[src/rtl/sr_latch_arbiter.sv]
// sr_latch_arbiter
//   Lets N requesters share one NAND SR latch (active-low S/R inputs).
//   Requests are served in round-robin order. Each transaction is a timed
//   S or R pulse, then a recovery gap with both inputs high, then a
//   one-cycle done handshake.
//   The latch never sees both inputs low. A registered shadow of the
//   expected latch value is kept alongside.
//
// Ports
//   clk       system clock, rising edge
//   rst_n     asynchronous active-low reset
//   set_req   [N] per-requester set request (level, held until own done)
//   clr_req   [N] per-requester clear request (level, held until own done)
//   latch_q   latch Q readback (only used with SR_LATCH_ARBITER_QCHK_EN)
//   s_n, r_n  active-low set / reset drive to the latch
//   gnt       [N] one-hot grant, held for the whole transaction
//   done      one-cycle completion pulse, qualified by gnt
//   busy      high whenever the FSM is not idle
//   q_shadow  registered expected latch value
//   err       sticky readback mismatch (SR_LATCH_ARBITER_QCHK_EN only, else 0)
//
// Optional feature macro: SR_LATCH_ARBITER_QCHK_EN
//
// State table
//   IDLE  | waiting for an eligible requester, arbitrating every cycle
//   DRIVE | S or R held low for PULSE_CYCLES
//   GAP   | both inputs high for GAP_CYCLES so the latch settles
//   DONE  | done pulse, shadow already updated, pointer advances
module sr_latch_arbiter #(
  parameter int N            = 4,
  parameter int PULSE_CYCLES = 2,
  parameter int GAP_CYCLES   = 1
) (
  input  logic         clk,
  input  logic         rst_n,
  input  logic [N-1:0] set_req,
  input  logic [N-1:0] clr_req,
  input  logic         latch_q,
  output logic         s_n,
  output logic         r_n,
  output logic [N-1:0] gnt,
  output logic         done,
  output logic         busy,
  output logic         q_shadow,
  output logic         err
);

  localparam int IW   = (N > 1) ? $clog2(N) : 1;
  localparam int MAXC = (PULSE_CYCLES > GAP_CYCLES) ? PULSE_CYCLES : GAP_CYCLES;
  localparam int CW   = $clog2(MAXC + 1);

  localparam logic [1:0] IDLE  = 2'd0;
  localparam logic [1:0] DRIVE = 2'd1;
  localparam logic [1:0] GAP   = 2'd2;
  localparam logic [1:0] DONE  = 2'd3;

  logic [1:0]    state_q, state_d;
  logic [CW-1:0] cnt_q, cnt_d;
  logic [IW-1:0] win_q, win_d;
  logic [IW-1:0] rr_q, rr_d;
  logic          op_set_q, op_set_d;
  logic [N-1:0]  gnt_q, gnt_d;
  logic          s_n_q, s_n_d;
  logic          r_n_q, r_n_d;
  logic          q_shadow_q, q_shadow_d;

  // Arbitration: first eligible index at or after the round-robin pointer.
  // A requester raising both set and clear is not eligible.
  logic [N-1:0]  eligible;
  logic          found;
  logic [IW-1:0] win_idx;
  logic [IW:0]   arb_sum;
  logic [IW-1:0] arb_idx;

  always_comb begin
    eligible = set_req ^ clr_req;
    found    = 1'b0;
    win_idx  = '0;
    arb_sum  = '0;
    arb_idx  = '0;
    for (int k = 0; k < N; k++) begin
      arb_sum = {1'b0, rr_q} + (IW+1)'(k);
      if (arb_sum >= (IW+1)'(N)) arb_sum = arb_sum - (IW+1)'(N);
      arb_idx = arb_sum[IW-1:0];
      if (!found && eligible[arb_idx]) begin
        found   = 1'b1;
        win_idx = arb_idx;
      end
    end
  end

  // s_n/r_n are registered and computed from the next state, so the drive
  // appears in the cycle right after the request is sampled. The async reset
  // then releases both lines immediately.
  always_comb begin
    state_d    = state_q;
    cnt_d      = cnt_q;
    win_d      = win_q;
    rr_d       = rr_q;
    op_set_d   = op_set_q;
    gnt_d      = gnt_q;
    s_n_d      = 1'b1;
    r_n_d      = 1'b1;
    q_shadow_d = q_shadow_q;
    case (state_q)
      IDLE: begin
        if (found) begin
          win_d    = win_idx;
          op_set_d = set_req[win_idx];
          gnt_d    = N'(1) << win_idx;
          cnt_d    = CW'(PULSE_CYCLES);
          s_n_d    = ~set_req[win_idx];
          r_n_d    = set_req[win_idx];
          state_d  = DRIVE;
        end
      end
      DRIVE: begin
        if (cnt_q == CW'(1)) begin
          cnt_d   = CW'(GAP_CYCLES);
          state_d = GAP;
        end else begin
          cnt_d = cnt_q - CW'(1);
          s_n_d = ~op_set_q;
          r_n_d = op_set_q;
        end
      end
      GAP: begin
        if (cnt_q == CW'(1)) begin
          q_shadow_d = op_set_q;
          state_d    = DONE;
        end else begin
          cnt_d = cnt_q - CW'(1);
        end
      end
      default: begin
        gnt_d   = '0;
        rr_d    = (win_q == IW'(N - 1)) ? '0 : win_q + IW'(1);
        state_d = IDLE;
      end
    endcase
  end

  always_ff @(posedge clk or negedge rst_n) begin
    if (!rst_n) begin
      state_q    <= IDLE;
      cnt_q      <= '0;
      win_q      <= '0;
      rr_q       <= '0;
      op_set_q   <= 1'b0;
      gnt_q      <= '0;
      s_n_q      <= 1'b1;
      r_n_q      <= 1'b1;
      q_shadow_q <= 1'b0;
    end else begin
      state_q    <= state_d;
      cnt_q      <= cnt_d;
      win_q      <= win_d;
      rr_q       <= rr_d;
      op_set_q   <= op_set_d;
      gnt_q      <= gnt_d;
      s_n_q      <= s_n_d;
      r_n_q      <= r_n_d;
      q_shadow_q <= q_shadow_d;
    end
  end

`ifdef SR_LATCH_ARBITER_QCHK_EN
  logic sync1_q, sync2_q;
  logic err_q, err_d;

  // In DONE q_shadow already holds the new value, so compare it directly.
  always_comb begin
    err_d = err_q;
    if (state_q == DONE && sync2_q != q_shadow_q) err_d = 1'b1;
  end

  always_ff @(posedge clk or negedge rst_n) begin
    if (!rst_n) begin
      sync1_q <= 1'b0;
      sync2_q <= 1'b0;
      err_q   <= 1'b0;
    end else begin
      sync1_q <= latch_q;
      sync2_q <= sync1_q;
      err_q   <= err_d;
    end
  end

  assign err = err_q;
`else
  logic unused_latch_q;
  assign unused_latch_q = latch_q;
  assign err            = 1'b0;
`endif

  assign s_n      = s_n_q;
  assign r_n      = r_n_q;
  assign gnt      = gnt_q;
  assign done     = (state_q == DONE);
  assign busy     = (state_q != IDLE);
  assign q_shadow = q_shadow_q;

endmodule

[config.mk]
export PLATFORM = sky130hd
export DESIGN_NAME = sr_latch_arbiter
export DESIGN_NICKNAME = d
export VERILOG_FILES = /design/src/rtl/sr_latch_arbiter.sv
export SDC_FILE = /design/constraint.sdc
export NUM_CORES = 1
export LEC_CHECK = 0
export ABC_AREA = 0
export CAP_MARGIN = 0
export CORE_ASPECT_RATIO = 0.75
export CORE_MARGIN = 5
export CORE_UTILIZATION = 45
export CTS_BUF_LIST = sky130_fd_sc_hd__clkbuf_2 sky130_fd_sc_hd__clkbuf_4 sky130_fd_sc_hd__clkbuf_8
export CTS_CLUSTER_SIZE = 20
export DETAILED_ROUTE_END_ITERATION = 10
export PLACE_DENSITY = 0.81
export SLEW_MARGIN = 20
export SYNTH_ARGS = -nofsm -noshare
export SYNTH_HDL_FRONTEND = slang
export SYNTH_SLANG_ARGS = --single-unit
[constraint.sdc]
create_clock -name clk -period 3.9 [get_ports clk]
set_input_delay 0.585 -clock clk [delete_from_list [all_inputs] [get_ports clk]]
set_output_delay 0.585 -clock clk [all_outputs]
set_load 0.005 [all_outputs]
# Word-level counts from Yosys, hierarchy flattened
# Index checks and enable logic that the tools add are counted.
[classes]
add_sub_neg = 9
magnitude_cmp = 9
n_eq_ne = 9
shifts = 1
mux = 39
n_bitwise = 4
reduce_logical = 16
[op_table]
columns = ["op", "n"]
rows = [
  ["2-to-1 mux 2 bit", 15],
  ["less-than comparator 2 x 3 -> 1 bit (second input constant)", 5],
  ["2-to-1 mux 1 bit", 13],
  ["case mux 2 bit (3 select lines)", 2],
  ["binary-select mux 1 bit (select 2 bit)", 5],
  ["subtractor 2 x 1 -> 2 bit (second input constant)", 5],
  ["greater-or-equal comparator 3 bit (second input constant)", 3],
  ["inequality test 2 bit (second input constant)", 4],
  ["case mux 4 bit (2 select lines)", 1],
  ["adder 2 x 2 -> 3 bit (second input constant)", 2],
  ["== test 2 bit (second input constant)", 3],
  ["AND reduction 2 bit", 3],
  ["AND reduction 3 bit", 2],
  ["== test 2 x 1 -> 1 bit (second input constant)", 2],
  ["2-to-1 mux 4 bit", 1],
  ["case mux 1 bit (2 select lines)", 2],
  ["<< shifter 1 x 2 -> 4 bit (first input constant)", 1],
  ["bitwise XOR 4 bit", 1],
  ["adder 2 x 1 -> 3 bit (second input constant)", 1],
  ["greater-or-equal comparator 2 x 3 -> 1 bit (second input constant)", 1],
  ["logical AND 1 bit", 3],
  ["logical NOT 1 bit", 3],
  ["inverter 1 bit", 3],
  ["nonzero test 3 bit", 1],
  ["5 further kinds", 5],
]
[word_totals]
regBits = 16
output_inout_bits = 10

# Depth between registers and ports, before layout
# Gate-level depths: netlist of run 1.
[logic_depth]
depth_word = 19
ltp_mapped = 7
mapped_depth_nobuf = 7

# Worst setup path after synthesis of run 1
# Ideal clock, no wire load.
[synth_timing]
path_type = "input port to flip-flop"
from = "in clr_req[0]"
to = "reg s_n_q (netlist: s_n)"
arrival_time_ps = 1763
required_ps = 3817
path_slack_ps = 2054
path_stages = 6
n_path_buf = 0
cell_sequence = "xnor2_2 > nand2b_1 > a211o_1 > o21ai_2 > mux2_4 > a2bb2oi_2"
[synth_via]
elab_chain_cells = 18
[synth_rtl]
columns = ["item", "line", "source"]
rows = [
  ["start: declaration", "37", "input logic [N-1:0] clr_req,"],
  ["bitwise XOR 4 bit (*)", "76", "eligible = set_req ^ clr_req;"],
  ["binary-select mux 1 bit (select 2 bit)", "85", "if (!found && eligible[arb_idx]) begin"],
  ["2-to-1 mux 1 bit (implied by the code)", "85", ""],
  ["2-to-1 mux 1 bit", "85", ""],
  ["logical NOT 1 bit", "85", ""],
  ["logical AND 1 bit", "85", ""],
  ["2-to-1 mux 1 bit", "85", ""],
  ["logical NOT 1 bit", "85", ""],
  ["[3 not listed]", "--", ""],
  ["logical AND 1 bit", "85", ""],
  ["2-to-1 mux 2 bit", "85", ""],
  ["binary-select mux 1 bit (select 2 bit)", "112", "s_n_d = ~set_req[win_idx];"],
  ["2-to-1 mux 1 bit (implied by the code)", "112", ""],
  ["inverter 1 bit", "112", ""],
  ["2-to-1 mux 1 bit (*)", "107", "if (found) begin"],
  ["case mux 1 bit (2 select lines) (*)", "105", "case (state_q)"],
  ["named net s_n_d", "63", "logic s_n_q, s_n_d;"],
  ["end signal: assignment", "161", "s_n_q <= s_n_d;"],
  ["end: declaration", "63", ""],
]
# The timed path passes the listed nets; every way through them passes the cells marked *. The select of a mux whose other input is x is not followed.
# A chain may end at the register's enable or synchronous reset.

# Worst setup path after layout of run 1
[layout_timing]
from = "reg state_q[0]"
to = "out busy"
[layout_via]
elab_chain_cells = 1
[layout_rtl]
columns = ["item", "line", "source"]
rows = [
  ["start: declaration", "57", "logic [1:0] state_q, state_d;"],
  ["start signal: assignment", "155", "state_q <= state_d;"],
  ["nonzero test 2 bit", "200", "assign busy = (state_q != IDLE);"],
  ["end: declaration", "43", "output logic busy,"],
]
# No other way between the ends.

==> results of run 1 <==
==> metal layers <==
metal	vias up	part of all wire (%)	track usage, %
met5	-	0	0
met3	2	4.3	4.104
li1	406	-	-
met1	412	48	17.86
met2	16	47	23.63
met4	0	0.65	3.103
==> critical path, stage by stage (launching register included) <==
cell and delay [ps]:
dfrtp_1 420, inv_1 90, ha_1 370, inv_1 180, clkdlybuf4s50_1 480
==> kinds of logic after synthesis <==
family	after synthesis	share of synthesized area (%)
adders and majority gates	7	8.343
AOI/OAI and AO/OA	31	23.60
muxes	7	7.627
xor gates and xnor gates	4	5.483
and+or+nand+nor	26	11.08
other	1	0.3572
DFF	16	38.38
buffers and inverters	13	5.125
==> sequential cells by signal, summed over array words and instances, names as in the netlist <==
signal / cells
rr_q: 2
op_set_q: 1
win_q: 2
state_q: 2
gnt: 4
q_shadow: 1
s_n: 1
r_n: 1
cnt_q: 2
==> where the power goes <==
| group | switching (mW) | internal [mW] |
|---|---|---|
| registers | 0.0635 | 0.251 |
| logic | 0.297 | 0.279 |
| clock network | 0.0567 | 0.0569 |
| total | 0.417 | 0.587 |
==> final cells by class <==
class                           instances  area [µm²]  area share, %
Multi-Input combinational cell         76       593.1          46.02
Sequential cell                        16       402.9          31.26
Timing Repair Buffer                   18       180.2          13.98
Tap cell                               34       42.54          3.301
Clock buffer                            4       36.28          2.816
Inverter                                9       33.78          2.621
==> cell usage in the layout, fill, tap and decap left out, types with 2 or more instances in the layout <==
cell             count
clkdlybuf4s50_1     18
dfrtp_1             14
nor2_1              11
inv_1                9
nand2_1              9
ha_1                 7
o21ai_0              5
o21ai_1              5
nand2b_1             3
a21oi_1              3
a22o_1               3
clkbuf_4             3
xnor2_2              2
o221ai_2             2
mux2i_1              2
o21ai_2              2
mux2_2               2
mux2_1               2
dfstp_2              2
==> through the flow <==
step	hold slack (ps)	std cells	area (µm²)
final	523.6	157	1289
after global routing	557.0	157	1289
after CTS	518.8	157	1289
after detailed placement	496.4	153	1252
after global placement	486.0	153	1252
after floorplan	289.4	105	1050
==> worst paths after layout <==
path | end | from | slack, ps | depth (start not counted)
setup reg to reg | state_q[1]$_DFFE_PN0P_ | state_q[0]$_DFFE_PN0P_ | 2270 | 6
hold reg to reg | win_q[1]$_DFFE_PN0P_ | win_q[1]$_DFFE_PN0P_ | 520 | 2
max in group asynchronous | rr_q[1]$_DFFE_PN0P_ | rst_n | 2710 | 1
setup / recovery | busy | state_q[0]$_DFFE_PN0P_ | 1480 | 4
hold / removal | win_q[1]$_DFFE_PN0P_ | win_q[1]$_DFFE_PN0P_ | 520 | 2
min in group asynchronous | q_shadow$_DFFE_PN0P_ | rst_n | 710 | 1
==> metrics.txt, run 1 <==
Tcrit/Tclk final 62.02%; CTS Root Cell clkbuf_4; Remaining DRCs 0; Ys Warns 0; vias per cell 5.325; number of gates resized after cts 0; CP endpoint kind output port; Power, Total 1.004 mW; clock sinks 16; Max Cap Violations 0; CTS tree done; hold_buf cts 0; RD Place Congestion 0.7681; #FFs+latches synth 16; largest net degree at the start of global routing 17; drt first pass iters 4; asr flop ratio synth 100.0%; nets 142; Post-synth EDFFs 0; area delta synth->final 22.77%; Synth Cell Area 0.001050 mm²; initial antenna violation count 0; Syn Area/Cell 9.998 µm²; initial core utilization 46.23%; Post-Synthesis Cells 105; status finished, final reports clean; DP Worst Slack 1248 ps; overflow left after global routing 0; CTS Buffer Depth 2; gr usage total 14.05%; Worst EP arrival 1830 ps; Post-DP HPWL 1636 µm; fin util 56.75%; Max VDD drop 0.3510 mV; Via Count 836; Chip Width 65.77 µm; IO buf count 18; fillers 201; WS Path Type reg -> out; DRT antenna net count 0; post-synth top area share 33.37%; Setup WS post-layout 1481 ps; Num CTS Buffers 3; Slew HR 51.13%; worst hold-check path type reg -> reg; Clk pin slew, worst setup/hold paths 110 ps; Static Leak 0.5549 nW; post-route setup TNS 0 ps; Max Slew Vio Count 0; Worst-Skew Late Latency 300 ps; power per cell area 779.2 mW/mm²; RSZ-0062 raised after global routing false; final hold violation count 0; 1st-iter DRT viols 42; CORE AREA 0.002271 mm²; # rows 15; Die Span Y 51.83 µm; Tmin final 2419 ps; synth top area cells dfrtp_1 (33%), ha_1 (8.3%), dfstp_2 (5.0%); f_max 413.4 MHz; final wirelength 2163 µm; Avg WL per Cell 13.78 µm; top cells by count, synth dfrtp_1 (14), nor2_1 (11), inv_1 (9), nand2_1 (9), ha_1 (7); Post-CTS Setup Bufs 0; top_reg_cell synth dfrtp_1; die area 0.003409 mm²; io pins 21; Synth area leader dfrtp_1; crit start category flop; Synth cell types 38; sequential share of the synthesized area 38.38%; first-pass GRT wire length 3594 µm; Clock Skew 15.80 ps; syn_nets 123; share of cells above drive strength 1 16.26%; Req. time, crit path 3310 ps; Antenna Cells 0; most frequent cell after synthesis dfrtp_1; H-tree depth 1; Slew @ Worst Pin 730.8 ps; vias in the first global route 782; Crit Path Max Fanout 9; Final Setup Violations 0
No activity file was read; power rests on OpenSTA's default activity.
==> inputs of run 2 (changes only) <==
Settings changed: PLACE_DENSITY 0.81 to 0.84.
Clock period 3.9 ns to 2 ns, I/O delays scaled along.
==> run 2 against run 1 <==
  * Setup slack worse by 1400 ps
  * Sequential power increased by 93%
  * Wire length rose by 5.2%
  * Final cell count increased by 6.4%
  * Clock-buffer cell count stayed put
  * Design area is 5.3% higher
  * Combinational power is 120% higher
  * Non-clock buffer count grew 10
==> metrics.txt, run 2 (synthesis results as in run 1) <==
status finished, final reports clean; Tcrit/Tclk final 94.77%; Tmin final 1895 ps; CTS tree done; vias in the first global route 868 (+11%); post-route setup TNS 0 ps (unchanged); Remaining DRCs 0 (unchanged); area delta synth->final 29.32%; io pins 21 (unchanged); RSZ-0062 raised after global routing false; first-pass GRT wire length 3919 µm (+9.0%); Req. time, crit path 1700 ps (-1610 ps); power per cell area 1511 mW/mm² (+94%); WS Path Type reg -> out; fillers 183 (-9.0%); slowest cell on the critical path clkdlybuf4s50_1; largest net degree at the start of global routing 17 (unchanged); Reg2Reg Depth 6 (unchanged); Die Span Y 51.83 µm (unchanged); RD Place Congestion 0.8254 (+7.5%); Clk pin slew, worst setup/hold paths 90 ps (-20 ps); die area 0.003409 mm² (unchanged); Final Setup Violations 0 (unchanged); Largest register FFs 4 (unchanged); Max Cap Violations 0 (unchanged); CTS Buffer Depth 2 (unchanged); H-tree depth 1 (unchanged); final hold violation count 0 (unchanged); Post-CTS Setup Bufs 0 (unchanged); crit start category flop; Max VDD drop 0.6724 mV (+92%); nets 152 (+7.0%); most frequent cells in the layout clkdlybuf4s50_1 (18), dfrtp_1 (14), nor2_1 (11), buf_4 (10); Max Slew Vio Count 0 (unchanged); Clock Skew 0.4244 ps (-15.38 ps); Power, Total 2.051 mW (+100%); Setup WS post-layout 104.7 ps (-1377 ps); Critical Path Max Stage Delay 510 ps (+30 ps); R2R Setup Slk 360 ps (-1910 ps); worst hold-check path type in -> async; CTS Root Cell clkbuf_4; Top cell by count, worst path inv_1; Antenna Cells 0 (unchanged); placed insts 163 (+6.5%); vias per cell 5.299 (-0.48%); Worst-Skew Late Latency 280 ps (-20 ps); clock sinks 16 (unchanged); Crit Path Max Fanout 4 (-5); number of gates resized after cts 0 (unchanged); Chip Width 65.77 µm (unchanged); gr usage total 14.94% (+0.89 points); crit-path cells inv_1 > ha_1 > inv_1 > clkdlybuf4s50_1; IO buf count 18 (unchanged); Post-DP HPWL 1832 µm (+12%); 1st-iter DRT viols 45 (+7.1%); commonest non-fill, non-tap cell in the layout clkdlybuf4s50_1; CORE AREA 0.002271 mm² (unchanged); Worst EP arrival 1600 ps (-230 ps); Via Count 885 (+5.9%); initial antenna violation count 0 (unchanged); initial core utilization 46.23% (unchanged); final wirelength 2276 µm (+5.2%); f_max 527.6 MHz; DRT antenna net count 0 (unchanged); Static Leak 0.6002 nW (+8.2%); CP endpoint kind output port; DP Worst Slack -151.3 ps (-1400 ps); overflow left after global routing 0 (unchanged); Num CTS Buffers 3 (unchanged); Avg WL per Cell 13.63 µm (-1.1%); share of cells above drive strength 1 22.56% (+6.3 points); # rows 15 (unchanged); non-filler cells in the finished layout 167 (+6.4%); drt first pass iters 4 (unchanged); hold_buf cts 0 (unchanged)
## run 2: cell types whose count changed in the layout (fill, tap and decap cells not counted), sizes merged
cell and change:
buf +10
## run 2: worst max-delay path, delay by kind of cell (launching register included)
kind                       cells  cell delay [ps]
adders and majority gates      1              220
DFF                            1              400
buffers and inverters          3              690
## run 2: power by group
| group | switching, mW | internal, mW | total (mW) |
|---|---|---|---|
| logic | 0.617 | 0.637 | 1.25 |
| clock network | 0.0977 | 0.0910 | 0.189 |
| registers | 0.118 | 0.490 | 0.608 |
| total | 0.832 | 1.22 | 2.05 |
## run 2: path summary, 6_finish.rpt
path | from | endpoint
setup reg to reg | state_q[0]$_DFFE_PN0P_ | state_q[1]$_DFFE_PN0P_
min in group clk | q_shadow$_DFFE_PN0P_ | q_shadow$_DFFE_PN0P_
setup / recovery | state_q[0]$_DFFE_PN0P_ | busy
hold reg to reg | q_shadow$_DFFE_PN0P_ | q_shadow$_DFFE_PN0P_
hold / removal | rst_n | op_set_q$_DFFE_PN0P_
max in group asynchronous | rst_n | s_n$_DFF_PN1_
## run 2: metrics by stage
step / util [%] / hold WS [ps] / cell area, µm²
global placement: 58.46 / 482.9 / 1328
finish: 59.78 / 337.4 / 1358
floorplan: - / 4.409 / 1050
detailed placement: 58.46 / 496.2 / 1328
CTS: 59.78 / 335.6 / 1358
global route: 59.78 / 347.9 / 1358
## run 2: cell type report
class / instances / area, µm² / area share, %
multi-input cells: 76 / 593.1 / 43.69
repair buffers: 28 / 255.2 / 18.80
well taps: 34 / 42.54 / 3.134
clock buffers: 4 / 30.03 / 2.212
flip-flops and latches: 16 / 402.9 / 29.68
inverters: 9 / 33.78 / 2.488
## run 2: routing by layer
| layer | vias up | track usage [%] | wire (µm) |
|---|---|---|---|
| li1 | 424 | - | - |
| met1 | 429 | 19.73 | 1044 |
| met2 | 26 | 24.29 | 1096 |
| met3 | 6 | 5.184 | 116 |
| met4 | 0 | 1.724 | 19 |
| met5 | - | 0 | 0 |
==> inputs of run 3 (changes only) <==
Settings changed: ABC_CLOCK_PERIOD_IN_PS set to 2000, CORE_UTILIZATION 45 to 47, PLACE_DENSITY 0.84 to 0.87, SKIP_CTS_REPAIR_TIMING set to 1.
==> run 3 against run 2 <==
  * Wire length is 0.88% lower
  * Critical endpoint unchanged
  * Clock power is 2% higher
  * First-iteration DRC count is 11% lower
  * Power is 0.59% higher
  * Clock skew is 2.6 ps higher
  * Setup slack worse by 1.4 ps
  * Non-clock buffer count is 1 higher
  * Critical path type unchanged
==> metrics.txt, run 3 (synthesis results as in run 1) <==
largest net degree at the start of global routing 17 (unchanged); die area 0.003289 mm² (-3.5%); placed insts 154 (-5.5%); Tcrit/Tclk final 94.84% (about the same); met3 usage 5.702% (+0.52 points); 1st-iter DRT viols 40 (-11%); Max Slew Vio Count 0 (unchanged); power per cell area 1525 mW/mm² (+0.96%); worst hold-check path type in -> async; CP endpoint kind output port; grt met1 use 17.55% (-2.2 points); Tmin final 1897 ps (+1.404 ps); DP Worst Slack -127.0 ps (+24.32 ps); Worst-Skew Late Latency 290 ps (about the same); Clk pin slew, worst setup/hold paths 90 ps (about the same); overflow left after global routing 0 (unchanged); Avg WL per Cell 14.28 µm (+4.8%); fin util 65.44% (+5.7 points); Chip Width 64.57 µm (-1.8%); net switching power 0.8417 mW (+1.1%); Reg power frac 29.7% (about the same); RSZ-0062 raised after global routing false; DRT antenna net count 0 (unchanged); most frequent cells in the layout clkdlybuf4s50_1 (18), dfrtp_1 (14), nor2_1 (11), buf_4 (11); fillers 165 (-9.8%); Clock Skew 3.055 ps (+2.631 ps); Max VDD drop 0.6920 mV (+2.9%); f_max 527.2 MHz (about the same); crit start category flop; Req. time, crit path 1700 ps (about the same); Num CTS Buffers 3 (unchanged); nets 153 (+0.66%); Crit Path Max Fanout 4 (unchanged); clock sinks 16 (unchanged); Via Count 868 (-1.9%); H-tree depth 1 (unchanged); non-filler cells in the finished layout 158 (-5.4%); Remaining DRCs 0 (unchanged); Setup WS post-layout 103.3 ps (-1.404 ps); Worst EP arrival 1600 ps (about the same); CTS Buffer Depth 2 (unchanged); io pins 21 (unchanged); CTS tree done; vias in the first global route 877 (+1.0%); first-pass GRT wire length 3912 µm (-0.18%); IO buf count 18 (unchanged); CTS Root Cell clkbuf_4; WS Path Type reg -> out; CORE AREA 0.002067 mm² (-9.0%); Largest register FFs 4 (unchanged); Internal 1.221 mW (+0.21%); vias per cell 5.494 (+3.7%); area delta synth->final 28.84%; Max Cap Violations 0 (unchanged); clock power share 9.3% (about the same); Final Setup Violations 0 (unchanged); multi-input logic area 593.1 µm² (unchanged); GRT busiest layer met2; drt first pass iters 4 (unchanged); Antenna Cells 0 (unchanged); final wirelength 2256 µm (-0.88%); status finished, final reports clean; register area 402.9 µm² (unchanged); Post-DP HPWL 1825 µm (-0.40%); Die Span Y 50.93 µm (-1.7%); final hold violation count 0 (unchanged); initial core utilization 50.79% (+4.6 points); GR Layer Usage met2 27.57% (+3.3 points); Sw Ratio 40.81% (+0.23 points); hold_ws 317.7 ps (-19.71 ps); commonest non-fill, non-tap cell in the layout clkdlybuf4s50_1; # rows 14 (-1); gr usage total 15.54% (+0.59 points); RD Place Congestion 0.8422 (+2.0%); Reg2Reg Depth 6 (unchanged); share of cells above drive strength 1 23.13% (+0.58 points); Gate power share 61.0% (about the same); initial antenna violation count 0 (unchanged); Static Leak 0.6054 nW (+0.87%)
==> run 3: worst max-delay path, stage by stage, from the launching register on <==
cell and delay, ps:
dfrtp_1 420, inv_1 80, ha_1 230, inv_1 80
clkdlybuf4s50_1 500
==> run 3: area by class of cell <==
cell class	count	area share (%)
timing repair buffer	29	19.43
multi-input combinational	76	43.85
tap	24	2.220
clock buffer	4	2.220
inverter	9	2.498
sequential	16	29.79
==> run 3: stage by stage <==
step	power [mW]	instance area, µm²	TNS, ps
final	2.063	1353	0
after global routing	2.243	1353	0
after CTS	2.072	1353	0
after detailed placement	1.876	1323	-793.6
after global placement	1.794	1323	-418.5
after floorplan	1.372	1050	0
==> run 3: worst paths after layout <==
check	slack (ps)	start	to
worst max-delay path	100	state_q[0]$_DFFE_PN0P_	busy
worst min-delay path	320	rst_n	win_q[1]$_DFFE_PN0P_
worst max register to register	340	state_q[0]$_DFFE_PN0P_	state_q[1]$_DFFE_PN0P_
worst min register to register	520	q_shadow$_DFFE_PN0P_	q_shadow$_DFFE_PN0P_
max in group asynchronous	1440	rst_n	r_n$_DFF_PN1_
min in group clk	520	q_shadow$_DFFE_PN0P_	q_shadow$_DFFE_PN0P_
==> run 3: power groups by stage <==
stage          clock, mW  sequential, mW  combinational, mW
2_1_floorplan          0           0.600              0.772
3_3_place_gp           0           0.607               1.19
3_5_place_dp           0           0.619               1.26
4_1_cts            0.199           0.612               1.26
5_1_grt            0.220           0.630               1.39
6_report           0.193           0.612               1.26
==> run 3: routing by layer <==
| metal | vias up | wire length (µm) |
|---|---|---|
| li1 | 426 | - |
| met1 | 416 | 968 |
| met2 | 22 | 1131 |
| met3 | 4 | 140 |
| met4 | 0 | 16 |
| met5 | - | 0 |
